<file path="src/rtl/t04_fb_pkg.sv">
// Shared types and default sizes for the frame-buffer arbiter slice.
//   state_e  : clear sequencer states
//   owner_e  : which requester owns the RAM port this cycle
package t04_fb_pkg;

    localparam int unsigned FB_ADDR_W = 12;
    localparam int unsigned FB_DATA_W = 8;
    localparam int unsigned FB_WORDS  = 3072;

    typedef enum logic {
        IDLE,
        CLEAR
    } state_e;

    typedef enum logic [1:0] {
        OWN_NONE,
        OWN_DISP,
        OWN_CLR,
        OWN_WR
    } owner_e;

endpackage

</file>
<file path="src/rtl/t04_fb_arbiter_if.sv">
// Requester and RAM-side signals of the frame-buffer arbiter.
//   master : display / writer / clear-button / RAM environment
//   slave  : the arbiter
interface t04_fb_arbiter_if #(
    parameter int unsigned ADDR_W = t04_fb_pkg::FB_ADDR_W,
    parameter int unsigned DATA_W = t04_fb_pkg::FB_DATA_W
);
    logic              disp_req;
    logic [ADDR_W-1:0] disp_addr;
    logic              disp_valid;
    logic [DATA_W-1:0] disp_rdata;
    logic              wr_req;
    logic [ADDR_W-1:0] wr_addr;
    logic [DATA_W-1:0] wr_data;
    logic              wr_ack;
    logic              clr_start;
    logic              clr_busy;
    logic              wr_drop;
    logic              mem_en;
    logic              mem_we;
    logic [ADDR_W-1:0] mem_addr;
    logic [DATA_W-1:0] mem_wdata;
    logic [DATA_W-1:0] mem_rdata;

    modport master (
        output disp_req, disp_addr, wr_req, wr_addr, wr_data, clr_start, mem_rdata,
        input  disp_valid, disp_rdata, wr_ack, clr_busy, wr_drop,
               mem_en, mem_we, mem_addr, mem_wdata
    );

    modport slave (
        input  disp_req, disp_addr, wr_req, wr_addr, wr_data, clr_start, mem_rdata,
        output disp_valid, disp_rdata, wr_ack, clr_busy, wr_drop,
               mem_en, mem_we, mem_addr, mem_wdata
    );

endinterface

</file>
<file path="src/rtl/t04_fb_clear_seq.sv">
// Full-screen clear sequencer: walks addresses 0..FB_WORDS-1 once per go.
//   clk, reset : clock, synchronous active-high reset
//   go         : start pulse, honoured only in IDLE
//   stall      : hold the counter this cycle (port taken by display)
//   busy       : clear in progress (registered state)
//   addr       : address of the word being cleared
//   we         : a zero write to addr happens this cycle
module t04_fb_clear_seq #(
    parameter int unsigned ADDR_W   = t04_fb_pkg::FB_ADDR_W,
    parameter int unsigned FB_WORDS = t04_fb_pkg::FB_WORDS
) (
    input  logic              clk,
    input  logic              reset,
    input  logic              go,
    input  logic              stall,
    output logic              busy,
    output logic [ADDR_W-1:0] addr,
    output logic              we
);
    import t04_fb_pkg::*;

    // Terminate on an explicit compare so FB_WORDS = 2**ADDR_W never wraps.
    localparam logic [ADDR_W-1:0] LAST_ADDR = ADDR_W'(FB_WORDS - 1);

    state_e            state, state_nxt;
    logic [ADDR_W-1:0] cnt, cnt_nxt;

    // State and counter registers
    always_ff @(posedge clk) begin
        if (reset) begin
            state <= IDLE;
            cnt   <= '0;
        end else begin
            state <= state_nxt;
            cnt   <= cnt_nxt;
        end
    end

    // Next state, counter advance and write strobe
    always_comb begin
        state_nxt = state;
        cnt_nxt   = cnt;
        we        = 1'b0;
        busy      = (state == CLEAR);
        addr      = cnt;
        unique case (state)
            IDLE: begin
                if (go) begin
                    state_nxt = CLEAR;
                    cnt_nxt   = '0;
                end
            end
            CLEAR: begin
                if (!stall) begin
                    we = 1'b1;
                    if (cnt == LAST_ADDR) begin
                        state_nxt = IDLE;
                        cnt_nxt   = '0;
                    end else begin
                        cnt_nxt = cnt + ADDR_W'(1);
                    end
                end
            end
            default: state_nxt = IDLE;
        endcase
    end

endmodule

</file>
<file path="src/rtl/t04_fb_arbiter.sv">
// Single-port frame-buffer arbiter: display > clear > writer, granted per cycle.
//   clk, reset : clock, synchronous active-high reset
//   bus        : display read, pixel writer, clear control and RAM port
// The grant and mem_* drive are combinational from the current requests;
// disp_valid, wr_drop and the clear state are registered.
module t04_fb_arbiter #(
    parameter int unsigned ADDR_W   = t04_fb_pkg::FB_ADDR_W,
    parameter int unsigned DATA_W   = t04_fb_pkg::FB_DATA_W,
    parameter int unsigned FB_WORDS = t04_fb_pkg::FB_WORDS
) (
    input  logic             clk,
    input  logic             reset,
    t04_fb_arbiter_if.slave  bus
);
    import t04_fb_pkg::*;

    localparam logic [DATA_W-1:0] ZERO_WORD = '0;

    owner_e            owner;
    logic              clr_busy;
    logic              clr_we;
    logic [ADDR_W-1:0] clr_addr;
    logic              wr_in_range;
    logic              disp_valid_q;
    logic              wr_drop_q;

    t04_fb_clear_seq #(
        .ADDR_W   (ADDR_W),
        .FB_WORDS (FB_WORDS)
    ) u_clear (
        .clk   (clk),
        .reset (reset),
        .go    (bus.clr_start),
        .stall (bus.disp_req),
        .busy  (clr_busy),
        .addr  (clr_addr),
        .we    (clr_we)
    );

    assign wr_in_range = (32'(bus.wr_addr) < FB_WORDS);

    // Fixed-priority grant; nobody owns the port while reset is held
    always_comb begin
        owner = OWN_NONE;
        if (!reset) begin
            if (bus.disp_req) begin
                owner = OWN_DISP;
            end else if (clr_we) begin
                owner = OWN_CLR;
            end else if (!clr_busy && bus.wr_req) begin
                owner = OWN_WR;
            end
        end
    end

    // RAM port and writer ack driven from the owner
    always_comb begin
        bus.mem_en    = 1'b0;
        bus.mem_we    = 1'b0;
        bus.mem_addr  = '0;
        bus.mem_wdata = ZERO_WORD;
        bus.wr_ack    = 1'b0;
        unique case (owner)
            OWN_DISP: begin
                bus.mem_en   = 1'b1;
                bus.mem_addr = bus.disp_addr;
            end
            OWN_CLR: begin
                bus.mem_en   = 1'b1;
                bus.mem_we   = 1'b1;
                bus.mem_addr = clr_addr;
            end
            OWN_WR: begin
                // Out-of-range writes are acked but never reach the RAM
                bus.wr_ack = 1'b1;
                if (wr_in_range) begin
                    bus.mem_en    = 1'b1;
                    bus.mem_we    = 1'b1;
                    bus.mem_addr  = bus.wr_addr;
                    bus.mem_wdata = bus.wr_data;
                end
            end
            default: ;
        endcase
    end

    // Read-return valid and sticky drop flag
    always_ff @(posedge clk) begin
        if (reset) begin
            disp_valid_q <= 1'b0;
            wr_drop_q    <= 1'b0;
        end else begin
            disp_valid_q <= (owner == OWN_DISP);
            if (owner == OWN_WR && !wr_in_range) begin
                wr_drop_q <= 1'b1;
            end
        end
    end

    assign bus.disp_valid = disp_valid_q;
    assign bus.disp_rdata = disp_valid_q ? bus.mem_rdata : ZERO_WORD;
    assign bus.clr_busy   = clr_busy;
    assign bus.wr_drop    = wr_drop_q;

endmodule

</file>
<file path="src/flat_wrapper.sv">
// flat-port wrapper written by rule: the top's interface ports become plain ports
module t04_fb_arbiter_flat import t04_fb_pkg::*;
#(
    parameter int unsigned ADDR_W   = t04_fb_pkg::FB_ADDR_W,
    parameter int unsigned DATA_W   = t04_fb_pkg::FB_DATA_W,
    parameter int unsigned FB_WORDS = t04_fb_pkg::FB_WORDS
)
  (clk, reset, bus_disp_req, bus_disp_addr, bus_wr_req, bus_wr_addr, bus_wr_data, bus_clr_start, bus_mem_rdata, bus_disp_valid, bus_disp_rdata, bus_wr_ack, bus_clr_busy, bus_wr_drop, bus_mem_en, bus_mem_we, bus_mem_addr, bus_mem_wdata);
  t04_fb_arbiter_if #(.ADDR_W(ADDR_W), .DATA_W(DATA_W)) bus_i ();
  input  logic clk;
  input  logic reset;
  input wire logic [$bits(bus_i.disp_req)-1:0] bus_disp_req;
  input wire logic [$bits(bus_i.disp_addr)-1:0] bus_disp_addr;
  input wire logic [$bits(bus_i.wr_req)-1:0] bus_wr_req;
  input wire logic [$bits(bus_i.wr_addr)-1:0] bus_wr_addr;
  input wire logic [$bits(bus_i.wr_data)-1:0] bus_wr_data;
  input wire logic [$bits(bus_i.clr_start)-1:0] bus_clr_start;
  input wire logic [$bits(bus_i.mem_rdata)-1:0] bus_mem_rdata;
  output wire logic [$bits(bus_i.disp_valid)-1:0] bus_disp_valid;
  output wire logic [$bits(bus_i.disp_rdata)-1:0] bus_disp_rdata;
  output wire logic [$bits(bus_i.wr_ack)-1:0] bus_wr_ack;
  output wire logic [$bits(bus_i.clr_busy)-1:0] bus_clr_busy;
  output wire logic [$bits(bus_i.wr_drop)-1:0] bus_wr_drop;
  output wire logic [$bits(bus_i.mem_en)-1:0] bus_mem_en;
  output wire logic [$bits(bus_i.mem_we)-1:0] bus_mem_we;
  output wire logic [$bits(bus_i.mem_addr)-1:0] bus_mem_addr;
  output wire logic [$bits(bus_i.mem_wdata)-1:0] bus_mem_wdata;
  assign bus_i.disp_req = bus_disp_req;
  assign bus_i.disp_addr = bus_disp_addr;
  assign bus_i.wr_req = bus_wr_req;
  assign bus_i.wr_addr = bus_wr_addr;
  assign bus_i.wr_data = bus_wr_data;
  assign bus_i.clr_start = bus_clr_start;
  assign bus_i.mem_rdata = bus_mem_rdata;
  assign bus_disp_valid = bus_i.disp_valid;
  assign bus_disp_rdata = bus_i.disp_rdata;
  assign bus_wr_ack = bus_i.wr_ack;
  assign bus_clr_busy = bus_i.clr_busy;
  assign bus_wr_drop = bus_i.wr_drop;
  assign bus_mem_en = bus_i.mem_en;
  assign bus_mem_we = bus_i.mem_we;
  assign bus_mem_addr = bus_i.mem_addr;
  assign bus_mem_wdata = bus_i.mem_wdata;
  t04_fb_arbiter #(.ADDR_W(ADDR_W), .DATA_W(DATA_W), .FB_WORDS(FB_WORDS)) u_core (.clk(clk), .reset(reset), .bus(bus_i));
endmodule
</file>
<file path="config.mk">
export PLATFORM = sky130hd
export DESIGN_NAME = t04_fb_arbiter_flat
export DESIGN_NICKNAME = d
export VERILOG_FILES = /design/src/rtl/t04_fb_pkg.sv /design/src/rtl/t04_fb_arbiter_if.sv /design/src/rtl/t04_fb_clear_seq.sv /design/src/rtl/t04_fb_arbiter.sv /design/src/flat_wrapper.sv
export SDC_FILE = /design/constraint.sdc
export NUM_CORES = 1
export LEC_CHECK = 0
export CORE_ASPECT_RATIO = 1.75
export CORE_MARGIN = 1
export CORE_UTILIZATION = 28
export DETAILED_ROUTE_END_ITERATION = 12
export MAX_ROUTING_LAYER = met4
export PLACE_DENSITY = 0.67
export SYNTH_ARGS = -nofsm -noshare
export SYNTH_HDL_FRONTEND = slang
export SYNTH_SLANG_ARGS = --single-unit
</file>
<file path="constraint.sdc">
create_clock -name clk -period 1.8 [get_ports clk]
set_input_delay 0.36 -clock clk [delete_from_list [all_inputs] [get_ports clk]]
set_output_delay 0.36 -clock clk [all_outputs]
set_load 0.05 [all_outputs]
</file>
==> results of run 1 <==
## logic make-up (layout without fill, tap and decap cells)
kind of cell,after synthesis,after routing
buf+inv,21,118
flops,15,15
fa+ha+maj,1,1
mux,2,2
compound gates,35,35
xor+xnor,2,2
simple gates,67,67
## final timing paths
path / from / end / slack [ps] / cells past startpoint
setup / recovery: u_core.u_clear.busy / bus_mem_wdata[4] / -440 / 6
hold reg to reg: u_core.bus.wr_drop / u_core.bus.wr_drop / 490 / 2
setup reg to reg: u_core.u_clear.addr[1] / u_core.u_clear.addr[9] / 150 / 5
hold / removal: reset / u_core.bus.disp_valid / 440 / 2
## worst max-delay path: stages (launching register included)
cell and delay, ps:
dfxtp_4 340, or4b_4 540, a21oi_4 210, buf_4 160, buf_6 110, and2_4 150
buf_12 130
## stage by stage
step	TNS (ps)	std cells	total power, uW
2_1_floorplan	-1110	143	541
3_3_place_gp	-17140	279	814
3_5_place_dp	-17750	279	817
4_1_cts	-10490	289	1110
5_1_grt	-10570	288	1140
6_report	-9270	288	1110
## layer usage
metal / track usage [%] / wire (um)
met1: 21.9 / 1690
met2: 43.2 / 2520
met3: 2.48 / 267
met4: 5.45 / 65
met5: - / 0
## repair_timing
action                     4_1_cts  5_1_grt
buffers inserted                 4        1
gates cloned                     2        1
pin swaps                       20        7
gates resized for setup         23        6
setup endpoints to repair       26       30
## power by group through the flow
stage	Sequential, uW	Combinational, uW	Clock, uW
final	341	487	278
after CTS	341	493	277
after floorplan	360	181	0
after global placement	348	466	0
after global routing	341	509	294
after detailed placement	348	469	0
## synthesized netlist by cell type (all sizes together)
master,instances
and2,18
dfxtp,15
inv,12
a222oi,10
nand2,8
a21oi,7
nand3,7
nor2,7
buf,6
o21ai,6
a31oi,5
nor2b,5
nand4,4
and3,3
clkbuf,3
a221o,2
a22oi,2
and4,2
mux2i,2
nand4b,2
nor3,2
nor3b,2
or2,2
or4,2
xor2,2
a211oi,1
a32oi,1
ha,1
nand2b,1
o22ai,1
or3,1
or4b,1
## state kept, by name, summed over array words and instances, names as in the netlist
name and count:
u_core.u_clear.busy 1, u_core.u_clear.addr 12, u_core.bus.wr_drop 1, u_core.bus.disp_valid 1
## layout by cell type (no fill, tap or decap), drive strengths merged, types with 3 or more instances in the layout
cell	n
dfxtp	15
clkdlybuf4s50	41
nand4	4
a31oi	5
and2	18
a21oi	7
clkbuf	5
nand3	7
buf	58
o21ai	6
inv	12
nand2	8
nor2b	5
nor2	7
and3	3
a222oi	10
## area by class of cell
type | count | area, um^2
multi-input cells | 107 | 785
well taps | 48 | 60.1
flip-flops and latches | 15 | 304
clock buffers | 4 | 45.0
inverters | 12 | 45.0
fillers | 311 | 1330
repair buffers | 102 | 1300
==> impl_results.md, run 1 <==
* H-tree lvl count at 1
* Final hold vios at 0
* Worst Hold Class: primary input to flop
* Seq/Total Area, Yosys at between 20% and 30%
* Die X at 49.9 um
* Register clock-pin slew on the reported worst setup and hold paths at around 60 ps
* Routed via count at ~1500
* Largest family of logic cells by synthesized area: simple AND/OR/NAND/NOR gates
* Run status: complete, but fails checks
* Via density at around 5.2
* Combinational cell fraction of total power at a little over two fifths
* Crit end category: output port
* Area post-placement at between 2000 and 2500 um^2
* Hold-fix buffers at CTS at 0
* Pwr dens at 436 nW/um^2
* Post-synthesis xor/xnor area fraction at 1.56%
* Synth top area share at between 20% and 30%
* Slew Limit Headroom at 58.2%
* Layout Skew at just under 4 ps
* Post-Route Utilization at 65.6%
* Syn Area/Cell at approximately 7.9 um^2
* WP data arrival at roughly 1900 ps
* Mapped Area at ~1100 um^2
* Seq cells post-synth at 15
* DIE AREA at between 4000 and 5000 um^2
* # DRC at 0
* IO Pins at slightly below 80
* P_leak at 0.00105 uW
* Final Wtd Congestion at 0.806
* Hold_ws at 436 ps
* Root buffer cell: clkbuf_8
* First-pass GRT wire length at approximately 7000 um
* Num CTS Buffers at 3
* Fin crit share at 125%
* Initial Utilization at 29.1%
* Pre-CTS WS at -785 ps
* # diodes at 0
* Failing checks: negative setup slack
* Area contributors post-synth: dfxtp_1 (27%), and2_1 (9.5%), a222oi_1 (8.9%)
* Compound-Gate Fraction of Synth Area at around 23%
* CTS tree: yes
* Detailed Route Iter0 Violations at 65
* Clock power share at ~25%
* Core Rows at 30
* Core area at 3870 um^2
* Avg WL per Cell at approximately 16 um
* Area Growth Syn to Fin at 125%
* Tightest Pin Transition at about 620 ps
* Design area at approximately 2500 um^2
* Switch share at between 30% and 40%
* Simple-Gate Fraction of Synth Area at a little under two fifths
* Port buffer count at 78
* # setup viols final at 23
* Clock Sinks at 15
* Largest net degree at the start of global routing at 16
* Sw power at about 350 uW
* Wirelength, routed at between 4000 and 5000 um
* Synth Area in Adders at 1.11%
* Iteration count of the initial detailed-routing pass at 4
* Fin. max-slew vios at 0
* Final setup margin at -442 ps
* GRT Resource Usage Total at a little over a fifth
* Seq pwr share at between 30% and 40%
* Critical Path RT at 1440 ps
* Vias in the first global route at 1416
* Tmin final at roughly 2200 ps
* Nets at ~290
* HPWL Detailed at 3270 um
* Syn Inst Count at around 140
* Cell taking the most area after synthesis: dfxtp_1
* Int Pwr at roughly 750 uW
* Post-Syn Nets at approximately 190
* Worst-path fanout max at 5
* Max Buffers Root-to-Sink at 2
* Critical path launch point type: flop
* Max cap viols at 0
* Fmax at between 0.4 and 0.5 GHz
* Initial antenna violation count at 0
* Post-synthesis mux area share at between 1.5 and 2%
* Antenna Nets Post-Route at 0
* Final global-route overflow total at 0
* Worst Setup Path Type: flop to output port
* VDD IR max at around 450 uV
* Synth warn at 0
* Post-synth cell types at 40
* Die H at 85.8 um
* RSZ-0062 raised after global routing: yes
* Layout cells sized above 1 at between 40 and 50%
* Latest clock arrival within the worst-skew pair at ~250 ps
(Power assumes the default switching activity.)
==> run 2, diff against run 1 <==
--- a/config.mk
+++ b/config.mk
@@ -5,8 +5,8 @@
 export SDC_FILE = /design/constraint.sdc
 export NUM_CORES = 1
 export LEC_CHECK = 0
-export CORE_ASPECT_RATIO = 1.75
-export CORE_MARGIN = 1
+export CORE_ASPECT_RATIO = 0.75
+export CORE_MARGIN = 8
 export CORE_UTILIZATION = 28
 export DETAILED_ROUTE_END_ITERATION = 12
 export MAX_ROUTING_LAYER = met4
==> constraint.sdc (replaced) <==
create_clock -name clk -period 2.2 [get_ports clk]
set_input_delay 0.44 -clock clk [delete_from_list [all_inputs] [get_ports clk]]
set_output_delay 0.44 -clock clk [all_outputs]
set_load 0.05 [all_outputs]
==> run 2 against run 1 <==
Against the previous run: the flow still finishes with violations (negative setup slack); sequential share of layout area about the same; via count decreased by 2.0%; cell count increased by 0.35%; hold slack improved by 53 ps; register-to-register slack improved by 210 ps; clock power decreased by 17%; critical path type is now primary input to output port.
==> impl_results.md, run 2 (synthesis results as in run 1) <==
* Fmax at around 0.44 GHz
* DIE AREA at 6320 um^2
* Nets at 281
* VDD IR max at around 260 uV
* Final setup margin at -53.0 ps
* HPWL Detailed at around 3800 um
* Port buffer count at 78
* Buf/Inv on CP at 5
* Tightest Pin Transition at between 700 and 800 ps
* Failing checks: negative setup slack
* Fin crit share at 102%
* Sw power at between 200 and 300 uW
* Clock power share at 25.3%
* Final Wtd Congestion at 0.820
* Critical Path RT at approximately 1800 ps
* Num CTS Buffers at 3
* Area post-placement at about 2400 um^2
* Vias in the first global route at between 1000 and 1500
* P_leak at 0.00101 uW
* # diodes at 0
* Die X at approximately 89 um
* Hold_ws at 489 ps
* GRT Resource Usage Total at approximately 16%
* Register clock-pin slew on the reported worst setup and hold paths at approximately 60 ps
* CTS tree: yes
* Wirelength, routed at 5030 um
* Slew Limit Headroom at 47.8%
* Most common cell after layout, fill and taps aside: clkdlybuf4s50_1
* Via density at 5.12
* Int Pwr at around 600 uW
* Worst-path fanout max at 5
* Antenna Nets Post-Route at 0
* Clock Sinks at 15
* Critical path launch point type: primary input
* Avg WL per Cell at approximately 17 um
* Initial Utilization at between 20% and 30%
* Core area at between 3000 and 4000 um^2
* Post-Route Utilization at a little under two thirds
* Tmin final at about 2300 ps
* Layout cells sized above 1 at a little over a third
* Slowest stage cell on the critical path: or4b_4
* Initial antenna violation count at 0
* Pwr dens at around 360 nW/um^2
* H-tree lvl count at 1
* First-pass GRT wire length at 7890 um
* # setup viols final at 18
* Crit end category: output port
* WP data arrival at between 1500 and 2000 ps
* Largest net degree at the start of global routing at 17
* Final hold vios at 0
* Root buffer cell: clkbuf_8
* Combinational cell fraction of total power at about 44%
* Die H at just over 70 um
* Final global-route overflow total at 0
* IO Pins at between 70 and 80
* Detailed Route Iter0 Violations at 149
* Iteration count of the initial detailed-routing pass at 4
* Hold-fix buffers at CTS at 0
* RSZ-0062 raised after global routing: yes
* Run status: complete, but fails checks
* Cell family with most CP delay: buffers and inverters
* Crit path top cell by count: buf_12
* Design area at between 2000 and 3000 um^2
* Layout Skew at 1.61 ps
* Switch share at about a third
* Most frequent cells in the layout: clkdlybuf4s50_1 (42), buf_12 (34), dfxtp_1 (14)
* # DRC at 0
* Routed via count at about 1500
* Worst Setup Path Type: primary input to output port
* Fin. max-slew vios at 0
* Seq pwr share at roughly 31%
* Worst path max stage delay at around 550 ps
* Worst-path cell chain: buf_6, or4b_4, a21oi_4, buf_4, buf_12, a222oi_1, inv_2, buf_12
* Worst Hold Class: flop to flop
* Max Buffers Root-to-Sink at 2
* Latest clock arrival within the worst-skew pair at roughly 250 ps
* Core Rows at 20
* Max reg flops at 12
* Max cap viols at 0
* Area Growth Syn to Fin at 123%
==> run 2: cell count changes in the layout (fill, tap and decap cells not counted), moves of 2 or more <==
cell     delta
buf_4       -8
a221o_1     +2
a221o_2     -2
buf_6       -2
==> run 2: tightest hold or removal path: cells and delay by family (launching register included) <==
family | cells | cell delay [ps]
compound gates | 1 | 40
simple gates | 1 | 80
flops | 1 | 330
==> run 2: power by group through the flow <==
stage	Clock, uW	Sequential, uW	Combinational (uW)
floorplan	0	294	148
global route	243	280	416
finish	230	280	398
CTS	232	279	399
global placement	0	286	379
detailed placement	0	286	383
==> run 2: cell type report <==
| class | instances | area [um^2] |
|---|---|---|
| Clock buffer | 4 | 45.0 |
| Inverter | 12 | 45.0 |
| Fill cell | 320 | 1440 |
| Multi-Input combinational cell | 107 | 768 |
| Tap cell | 55 | 68.8 |
| Timing Repair Buffer | 96 | 1280 |
| Sequential cell | 15 | 302 |
==> run 2: final timing paths <==
kind                                                 to  cells past startpoint                    from  slack, ps
worst max-delay path                    bus_mem_addr[9]                      8                   reset        -50
worst min-delay path                 u_core.bus.wr_drop                      2      u_core.bus.wr_drop        490
worst max register to register  u_core.u_clear.addr[11]                      5  u_core.u_clear.addr[0]        360
worst min register to register       u_core.bus.wr_drop                      2      u_core.bus.wr_drop        490
==> run 2: timing repair <==
item	in CTS	in global routing
gates resized for setup	26	3
endpoints found under the setup margin	23	22
setup buffers	2	1
gates cloned	2	0
pin swaps	6	8
==> run 2: routing by layer <==
layer	GRT usage, %	part of all wire [%]	routed length [um]
met1	19.5	44	2230
met2	25.8	45	2270
met3	5.09	10	522
met4	2.76	0.24	12
met5	-	0	0
==> run 2: through the flow <==
step	setup TNS (ps)	worst slack [ps]	cells	power (uW)
5_1_grt	-1390	-105	289	939
3_3_place_gp	-6500	-320	281	665
3_5_place_dp	-6700	-328	281	669
2_1_floorplan	0	32.6	143	442
6_report	-589	-53.0	289	907
4_1_cts	-2130	-125	289	910
